[config.mk]
export PLATFORM = sky130hd
export DESIGN_NAME = uart_tx
export DESIGN_NICKNAME = d
export VERILOG_FILES = /design/src/rtl/uart_pkg.sv /design/src/rtl/baud_rate_gen.sv /design/src/rtl/uart_tx.sv
export SDC_FILE = /design/constraint.sdc
export NUM_CORES = 1
export LEC_CHECK = 0
export CAP_MARGIN = 40
export CORE_UTILIZATION = 45
export DETAILED_ROUTE_END_ITERATION = 10
export GPL_TIMING_DRIVEN = 0
export PLACE_DENSITY = 0.65
export SLEW_MARGIN = 20
export SYNTH_ARGS = -nofsm -noshare
export SYNTH_HDL_FRONTEND = slang
export SYNTH_SLANG_ARGS = --single-unit
[constraint.sdc]
create_clock -name i_clock -period 4.5 [get_ports i_clock]
set_input_delay 0.9 -clock i_clock [delete_from_list [all_inputs] [get_ports i_clock]]
set_output_delay 0.9 -clock i_clock [all_outputs]
set_load 0.01 [all_outputs]
[src/rtl/uart_pkg.sv]
// -----------------------------------------------------------------------------
// uart_pkg -- definitions shared by the UART transmitter and receiver.
//
// Contents:
//   OVERSAMPLE       baud ticks per serial bit (16x oversampling)
//   DEFAULT_NB_DATA  default data bits per frame
//   DEFAULT_SB_TICK  default stop length in ticks (16 = 1 stop bit)
//   tx_state_t       transmitter FSM state encoding (binary)
//   baud_div()       clocks per oversampling tick
//
// Optional feature macro: UART_TX_PARITY_EN adds the ST_PARITY state.
// -----------------------------------------------------------------------------
package uart_pkg;

    localparam int OVERSAMPLE      = 16;
    localparam int DEFAULT_NB_DATA = 8;
    localparam int DEFAULT_SB_TICK = 16;

    typedef enum logic [2:0] {
        ST_IDLE   = 3'd0,
        ST_START  = 3'd1,
        ST_DATA   = 3'd2,
        ST_STOP   = 3'd3
`ifdef UART_TX_PARITY_EN
        , ST_PARITY = 3'd4
`endif
    } tx_state_t;

    // Clocks between oversampling ticks; truncating division.
    function automatic int baud_div(input int clk_freq, input int baud_rate);
        return clk_freq / (baud_rate * OVERSAMPLE);
    endfunction

endpackage

[src/rtl/baud_rate_gen.sv]
// -----------------------------------------------------------------------------
// baud_rate_gen -- free-running oversampling tick generator.
//
// A counter runs 0..DIV-1 and wraps; each wrap produces a registered
// one-cycle pulse, so o_tick has period DIV = CLK_FREQ/(BAUD_RATE*16).
// Shared between the UART transmitter and receiver.
//
// Parameters: CLK_FREQ (Hz), BAUD_RATE (bit/s); DIV must be at least 1.
// Ports:
//   i_clock  in   clock, rising edge
//   i_reset  in   asynchronous active-high reset
//   o_tick   out  one-cycle tick every DIV clocks
// -----------------------------------------------------------------------------
module baud_rate_gen
    import uart_pkg::*;
#(
    parameter int CLK_FREQ  = 50000000,
    parameter int BAUD_RATE = 9600
) (
    input  logic i_clock,
    input  logic i_reset,
    output logic o_tick
);

    localparam int DIV   = baud_div(CLK_FREQ, BAUD_RATE);
    localparam int CNT_W = (DIV > 1) ? $clog2(DIV) : 1;
    localparam logic [CNT_W-1:0] CNT_MAX = CNT_W'(DIV - 1);

    logic [CNT_W-1:0] cnt_r;
    logic             tick_r;

    // Divider counter and registered tick pulse on each wrap.
    always_ff @(posedge i_clock or posedge i_reset) begin
        if (i_reset) begin
            cnt_r  <= '0;
            tick_r <= 1'b0;
        end else if (cnt_r == CNT_MAX) begin
            cnt_r  <= '0;
            tick_r <= 1'b1;
        end else begin
            cnt_r  <= cnt_r + CNT_W'(1);
            tick_r <= 1'b0;
        end
    end

    assign o_tick = tick_r;

endmodule

[src/rtl/uart_tx.sv]
// -----------------------------------------------------------------------------
// uart_tx -- UART serial transmitter, LSB first, 16x oversampled bit timing.
//
// Frame: start bit (0), NB_DATA data bits, optional even parity bit,
// stop time of SB_TICK ticks (high). A request (i_tx_start level) is
// accepted only in IDLE when o_tx_done is low, so a requester holding
// i_tx_start high gets one done cycle to advance its data before the
// next frame is accepted; frames then run with two IDLE clocks between.
//
// Parameters: NB_DATA, SB_TICK, CLK_FREQ, BAUD_RATE.
// Ports:
//   i_clock     in   clock, rising edge
//   i_reset     in   asynchronous active-high reset (aborts a frame)
//   i_tx_start  in   level request to send i_tx_data
//   i_tx_data   in   byte to send, latched on acceptance
//   o_tx        out  serial line, idle high, registered
//   o_tx_done   out  one-cycle pulse in the first IDLE cycle after stop
//   o_tx_busy   out  high from acceptance through the last stop tick
//
// Optional feature macro: UART_TX_PARITY_EN inserts an even parity bit
// between the data bits and the stop time.
// -----------------------------------------------------------------------------
module uart_tx
    import uart_pkg::*;
#(
    parameter int NB_DATA   = DEFAULT_NB_DATA,
    parameter int SB_TICK   = DEFAULT_SB_TICK,
    parameter int CLK_FREQ  = 50000000,
    parameter int BAUD_RATE = 9600
) (
    input  logic               i_clock,
    input  logic               i_reset,
    input  logic               i_tx_start,
    input  logic [NB_DATA-1:0] i_tx_data,
    output logic               o_tx,
    output logic               o_tx_done,
    output logic               o_tx_busy
);

    // Tick counter covers both the 16-tick bit time and the stop time.
    localparam int TICK_W = (SB_TICK > OVERSAMPLE) ? $clog2(SB_TICK) : $clog2(OVERSAMPLE);
    localparam int BIT_W  = (NB_DATA > 1) ? $clog2(NB_DATA) : 1;

    localparam logic [TICK_W-1:0] TICK_LAST_BIT  = TICK_W'(OVERSAMPLE - 1);
    localparam logic [TICK_W-1:0] TICK_LAST_STOP = TICK_W'(SB_TICK - 1);
    localparam logic [BIT_W-1:0]  BIT_LAST       = BIT_W'(NB_DATA - 1);

    tx_state_t          state_r,    state_s;
    logic [TICK_W-1:0]  tick_cnt_r, tick_cnt_s;
    logic [BIT_W-1:0]   bit_cnt_r,  bit_cnt_s;
    logic [NB_DATA-1:0] shreg_r,    shreg_s;
    logic               tx_r,       tx_s;
    logic               done_r,     done_s;
    logic               busy_r,     busy_s;
    logic               baud_tick_s;

`ifdef UART_TX_PARITY_EN
    logic               parity_r,   parity_s;

    // Even parity: the bit that makes the total count of ones even.
    function automatic logic even_parity(input logic [NB_DATA-1:0] data);
        return ^data;
    endfunction
`endif

    baud_rate_gen #(
        .CLK_FREQ  (CLK_FREQ),
        .BAUD_RATE (BAUD_RATE)
    ) u_baud_rate_gen (
        .i_clock (i_clock),
        .i_reset (i_reset),
        .o_tick  (baud_tick_s)
    );

    // Next-state, counter, shift-register and flag logic.
    always_comb begin
        state_s    = state_r;
        tick_cnt_s = tick_cnt_r;
        bit_cnt_s  = bit_cnt_r;
        shreg_s    = shreg_r;
        done_s     = 1'b0;
        busy_s     = busy_r;
`ifdef UART_TX_PARITY_EN
        parity_s   = parity_r;
`endif
        case (state_r)
            ST_IDLE: begin
                // done_r blocks acceptance during the done cycle.
                if (i_tx_start && !done_r) begin
                    state_s    = ST_START;
                    shreg_s    = i_tx_data;
                    tick_cnt_s = '0;
                    bit_cnt_s  = '0;
                    busy_s     = 1'b1;
`ifdef UART_TX_PARITY_EN
                    parity_s   = even_parity(i_tx_data);
`endif
                end else begin
                    busy_s = 1'b0;
                end
            end
            ST_START: begin
                if (baud_tick_s) begin
                    if (tick_cnt_r == TICK_LAST_BIT) begin
                        state_s    = ST_DATA;
                        tick_cnt_s = '0;
                    end else begin
                        tick_cnt_s = tick_cnt_r + TICK_W'(1);
                    end
                end else begin
                    tick_cnt_s = tick_cnt_r;
                end
            end
            ST_DATA: begin
                if (baud_tick_s) begin
                    if (tick_cnt_r == TICK_LAST_BIT) begin
                        tick_cnt_s = '0;
                        shreg_s    = shreg_r >> 1;
                        if (bit_cnt_r == BIT_LAST) begin
`ifdef UART_TX_PARITY_EN
                            state_s = ST_PARITY;
`else
                            state_s = ST_STOP;
`endif
                        end else begin
                            bit_cnt_s = bit_cnt_r + BIT_W'(1);
                        end
                    end else begin
                        tick_cnt_s = tick_cnt_r + TICK_W'(1);
                    end
                end else begin
                    tick_cnt_s = tick_cnt_r;
                end
            end
`ifdef UART_TX_PARITY_EN
            ST_PARITY: begin
                if (baud_tick_s) begin
                    if (tick_cnt_r == TICK_LAST_BIT) begin
                        state_s    = ST_STOP;
                        tick_cnt_s = '0;
                    end else begin
                        tick_cnt_s = tick_cnt_r + TICK_W'(1);
                    end
                end else begin
                    tick_cnt_s = tick_cnt_r;
                end
            end
`endif
            ST_STOP: begin
                if (baud_tick_s) begin
                    if (tick_cnt_r == TICK_LAST_STOP) begin
                        state_s    = ST_IDLE;
                        tick_cnt_s = '0;
                        done_s     = 1'b1;
                        busy_s     = 1'b0;
                    end else begin
                        tick_cnt_s = tick_cnt_r + TICK_W'(1);
                    end
                end else begin
                    tick_cnt_s = tick_cnt_r;
                end
            end
            default: begin
                state_s = ST_IDLE;
                busy_s  = 1'b0;
            end
        endcase
    end

    // Line level follows the state being entered so o_tx changes with it.
    always_comb begin
        tx_s = 1'b1;
        case (state_s)
            ST_IDLE:   tx_s = 1'b1;
            ST_START:  tx_s = 1'b0;
            ST_DATA:   tx_s = shreg_s[0];
`ifdef UART_TX_PARITY_EN
            ST_PARITY: tx_s = parity_s;
`endif
            ST_STOP:   tx_s = 1'b1;
            default:   tx_s = 1'b1;
        endcase
    end

    // State, datapath and output registers.
    always_ff @(posedge i_clock or posedge i_reset) begin
        if (i_reset) begin
            state_r    <= ST_IDLE;
            tick_cnt_r <= '0;
            bit_cnt_r  <= '0;
            shreg_r    <= '0;
            tx_r       <= 1'b1;
            done_r     <= 1'b0;
            busy_r     <= 1'b0;
`ifdef UART_TX_PARITY_EN
            parity_r   <= 1'b0;
`endif
        end else begin
            state_r    <= state_s;
            tick_cnt_r <= tick_cnt_s;
            bit_cnt_r  <= bit_cnt_s;
            shreg_r    <= shreg_s;
            tx_r       <= tx_s;
            done_r     <= done_s;
            busy_r     <= busy_s;
`ifdef UART_TX_PARITY_EN
            parity_r   <= parity_s;
`endif
        end
    end

    assign o_tx      = tx_r;
    assign o_tx_done = done_r;
    assign o_tx_busy = busy_r;

endmodule

==> flow_metrics.py, run 1 <==
metrics = {
    "global_routing": {
        "grt_pass1_vias": 1022,
        "grt_max_degree": 32,
        "track_usage": 0.179,
        "overflow": 0,
        "antenna_found_initial": 0,
        "grt_first_pass_wirelength_mm": 4.62,
    },
    "clocking": {
        "cts_root_buf": "clkbuf_4",
        "path_clk_slew_ns": 0.09,
        "hold_buffers": 0,
        "ctsResizeCount": 0,
        "htree_num_levels": 2,
        "clock_sinks": 31,
        "clock_path_buffers": 2,
        "clock_latency_ns": 0.33,
        "cts_tree": "yes",
        "cts_buffers": 5,
        "postCtsSetupBuffers": 0,
    },
    "die": {
        "io_pins": 14,
        "core_area_um2": 3100,
        "fp.dieW_um": 59.8,
        "start_util": 0.485,
        "die-area_um2": 3580,
        "rows": 20,
        "die_y_um": 59.8,
    },
    "layout": {
        "nFillCells": 303,
        "diodes": 0,
        "syn_to_final_growth_pct": 15.6,
        "seqCellArea_um2": 777,
        "drive_above_1_share": 0.150,
        "layout.nets": 175,
        "multi_input_area_um2": 671,
        "final_util": 0.560,
    },
    "synth": {
        "synthCells": 139,
        "synth_seq_cells": 31,
        "ys_seq_area_frac": 0.517,
        "synthesis.nets": 155,
        "synth_top_area_cell": "dfrtp_1",
        "synth_area_leaders": "dfrtp_1 50%, nand2_1 4.5%, ha_1 4.2%, a22oi_1 3.0%, a22o_1 2.3%",
        "synth_top_cell_area_share": 0.499,
        "avgSynthCellArea_um2": 10.8,
        "syn-cell-area_um2": 1500,
        "ys_types": 41,
        "yosys_warnings": 0,
    },
    "drt": {
        "drcViolationCount": 0,
        "wl_per_cell_um": 12.9,
        "drt_wl_total_mm": 2.63,
        "dr.pass1.iters": 4,
        "drtIter0Drc": 43,
        "ant_nets": 0,
        "vias": 1045,
        "via_per_inst": 5.12,
    },
    "timing": {
        "slew_headroom": 0.580,
        "setup_ws_ns": 2.23,
        "setup_viol": 0,
        "fin_skew_ns": 0.0103,
        "tns_ns": 0,
        "min_period_over_period": 0.504,
        "tightest_slew_ns": 0.629,
        "slew_viol_final": 0,
        "rsz0062_at_grt": "false",
        "fin_crit_ns": 2.27,
        "fmax_mhz": 441,
        "hold_viol": 0,
    },
    "placed_design": {
        "io_buffers": 13,
        "place_hpwl_mm": 1.85,
        "dp_worst_setup_slack_ns": 2.00,
        "place.gp.congestion": 0.776,
    },
    "critical_path": {
        "cp_top_family": "flip-flops",
        "setup.worst_path.class": "reg -> out",
        "slowest_stage": "dfstp_2",
        "cp-start-kind": "flop",
        "crit_chain": "clkdlybuf4s50_1",
        "max_stage_delay_ns": 0.52,
        "worst_ep_arrival_time_ns": 1.37,
        "path_max_fanout": 1,
        "path_buf_inv": 1,
        "cp-end-kind": "output pin",
        "cp.required_ns": 3.60,
    },
    "flow_run": {
        "maxCapViolations": 0,
    },
    "power": {
        "ir_drop_uv": 156,
        "p_leak_nw": 0.813,
        "total_power_mw": 0.519,
        "powerDensity_nw_per_um2": 298,
    },
    "worst_hold_path": {
        "worstHoldPathType": "reg -> reg",
    },
    "run_status": {
        "status": "completed",
    },
}
-- metal layers --
layer | routed length (um) | vias to the layer above | GRT usage | part of all wire
met5 | 0 | - | 0 | 0
met4 | 46 | 0 | 0.0831 | 0.017
met3 | 97 | 5 | 0.0649 | 0.037
met2 | 1190 | 16 | 0.268 | 0.45
met1 | 1300 | 493 | 0.229 | 0.49
li1 | - | 531 | - | -
-- placed cells by master, fill, tap and decap left out, types with 4 or more instances in the layout --
cell type / synthesis / final
a22o_1: 4 / 4
a22oi_1: 6 / 6
clkbuf_4: 0 / 5
clkdlybuf4s50_1: 0 / 13
dfrtp_1: 30 / 30
ha_1: 5 / 5
inv_1: 6 / 5
nand2_1: 18 / 18
nand3_1: 4 / 4
nor2_1: 9 / 9
nor3_1: 5 / 5
o21ai_1: 5 / 5
-- flip-flops by register name, indices dropped and copies added, names as in the netlist --
register / count
o_tx: 1
u_baud_rate_gen.o_tick: 1
bit_cnt_r: 3
o_tx_busy: 1
o_tx_done: 1
shreg_r: 8
tick_cnt_r: 4
u_baud_rate_gen.cnt_r: 9
state_r: 3
-- synth_stat cells, drive strengths merged --
| master | number |
|---|---|
| and2 | 1 |
| a211oi | 1 |
| a221oi | 1 |
| a21o | 3 |
| nand3 | 4 |
| or4b | 1 |
| xnor2 | 3 |
| nand2 | 18 |
| nor2b | 2 |
| o21ai | 7 |
| buf | 5 |
| nor3b | 1 |
| nor2 | 10 |
| nor3 | 5 |
| dfstp | 1 |
| and3 | 2 |
| a22oi | 7 |
| and4 | 1 |
| a22o | 4 |
| nand3b | 1 |
| nor4 | 1 |
| nand2b | 3 |
| a21oi | 3 |
| a31oi | 1 |
| nor4b | 1 |
| conb | 1 |
| nand4b | 1 |
| nand4 | 1 |
| a311oi | 2 |
| dfrtp | 30 |
| ha | 5 |
| a31o | 1 |
| or3 | 1 |
| inv | 6 |
| xor2 | 3 |
| mux2 | 1 |
-- worst paths after layout --
path                                          start                       end  slack [ns]  cells past startpoint
setup / recovery                               o_tx                      o_tx        2.23                      1
min in group asynchronous                   i_reset  u_baud_rate_gen.cnt_r[4]        0.96                      2
hold / removal             u_baud_rate_gen.cnt_r[0]  u_baud_rate_gen.cnt_r[0]        0.49                      1
max in group asynchronous                   i_reset              bit_cnt_r[1]        3.13                      2
hold reg to reg            u_baud_rate_gen.cnt_r[0]  u_baud_rate_gen.cnt_r[0]        0.49                      1
setup reg to reg                      tick_cnt_r[0]                      o_tx        2.53                      7
-- stage by stage --
step	instances	hold slack (ns)	instance area, um2
6_report	204	0.486	1740
5_1_grt	204	0.504	1740
4_1_cts	204	0.487	1740
3_5_place_dp	196	0.466	1690
3_3_place_gp	196	0.460	1690
2_1_floorplan	139	0.447	1500
-- final cells by class --
type / count / area share
clock inverter: 1 / 0.00288
inverter: 6 / 0.0129
timing repair buffer: 13 / 0.0748
multi-input combinational: 97 / 0.386
buffer: 5 / 0.0194
clock buffer: 7 / 0.0259
tap: 44 / 0.0317
sequential: 31 / 0.447
-- report_power, final --
group	switching, mW	leakage [nW]	internal, mW	total, mW
Combinational	0.0318	0.385	0.0291	0.0609
Clock	0.0922	0.0293	0.0608	0.153
Sequential	0.00898	0.398	0.296	0.305
-- logic make-up (layout without fill, tap and decap cells) --
family | Yosys count | after routing | share of synthesized area
other | 1 | 1 | 0.00249
buffers and inverters | 11 | 32 | 0.0374
adder cells (fa/ha/maj) | 5 | 5 | 0.0416
flip-flops | 31 | 31 | 0.517
XOR/XNOR | 6 | 6 | 0.0349
AND/OR/NAND/NOR | 54 | 54 | 0.205
multiplexers | 1 | 1 | 0.00749
AO/OA/AOI/OAI | 30 | 30 | 0.155
Power figures use the tool's default switching activity.
==> run 2, diff against run 1 <==
Clock period 4.5 ns to 2.1 ns, I/O delays scaled along.
==> results of run 2 <==
Same layout as run 1 (identical final DEF). Status: completed.
Among the figures that moved: setup slack after placement 2.00 ns -> 0.0758 ns; clock-pin slew on the worst setup and hold paths 0.09 ns -> 0.10 ns; setup slack after layout 2.23 ns -> 0.132 ns; hold slack 0.486 ns -> 0.480 ns; start point of the critical path o_tx -> tick_cnt_r[0]; register-to-register setup slack 2.53 ns -> 0.13 ns; total power 0.519 mW -> 1.11 mW; worst IR drop on VDD 156 uV -> 333 uV
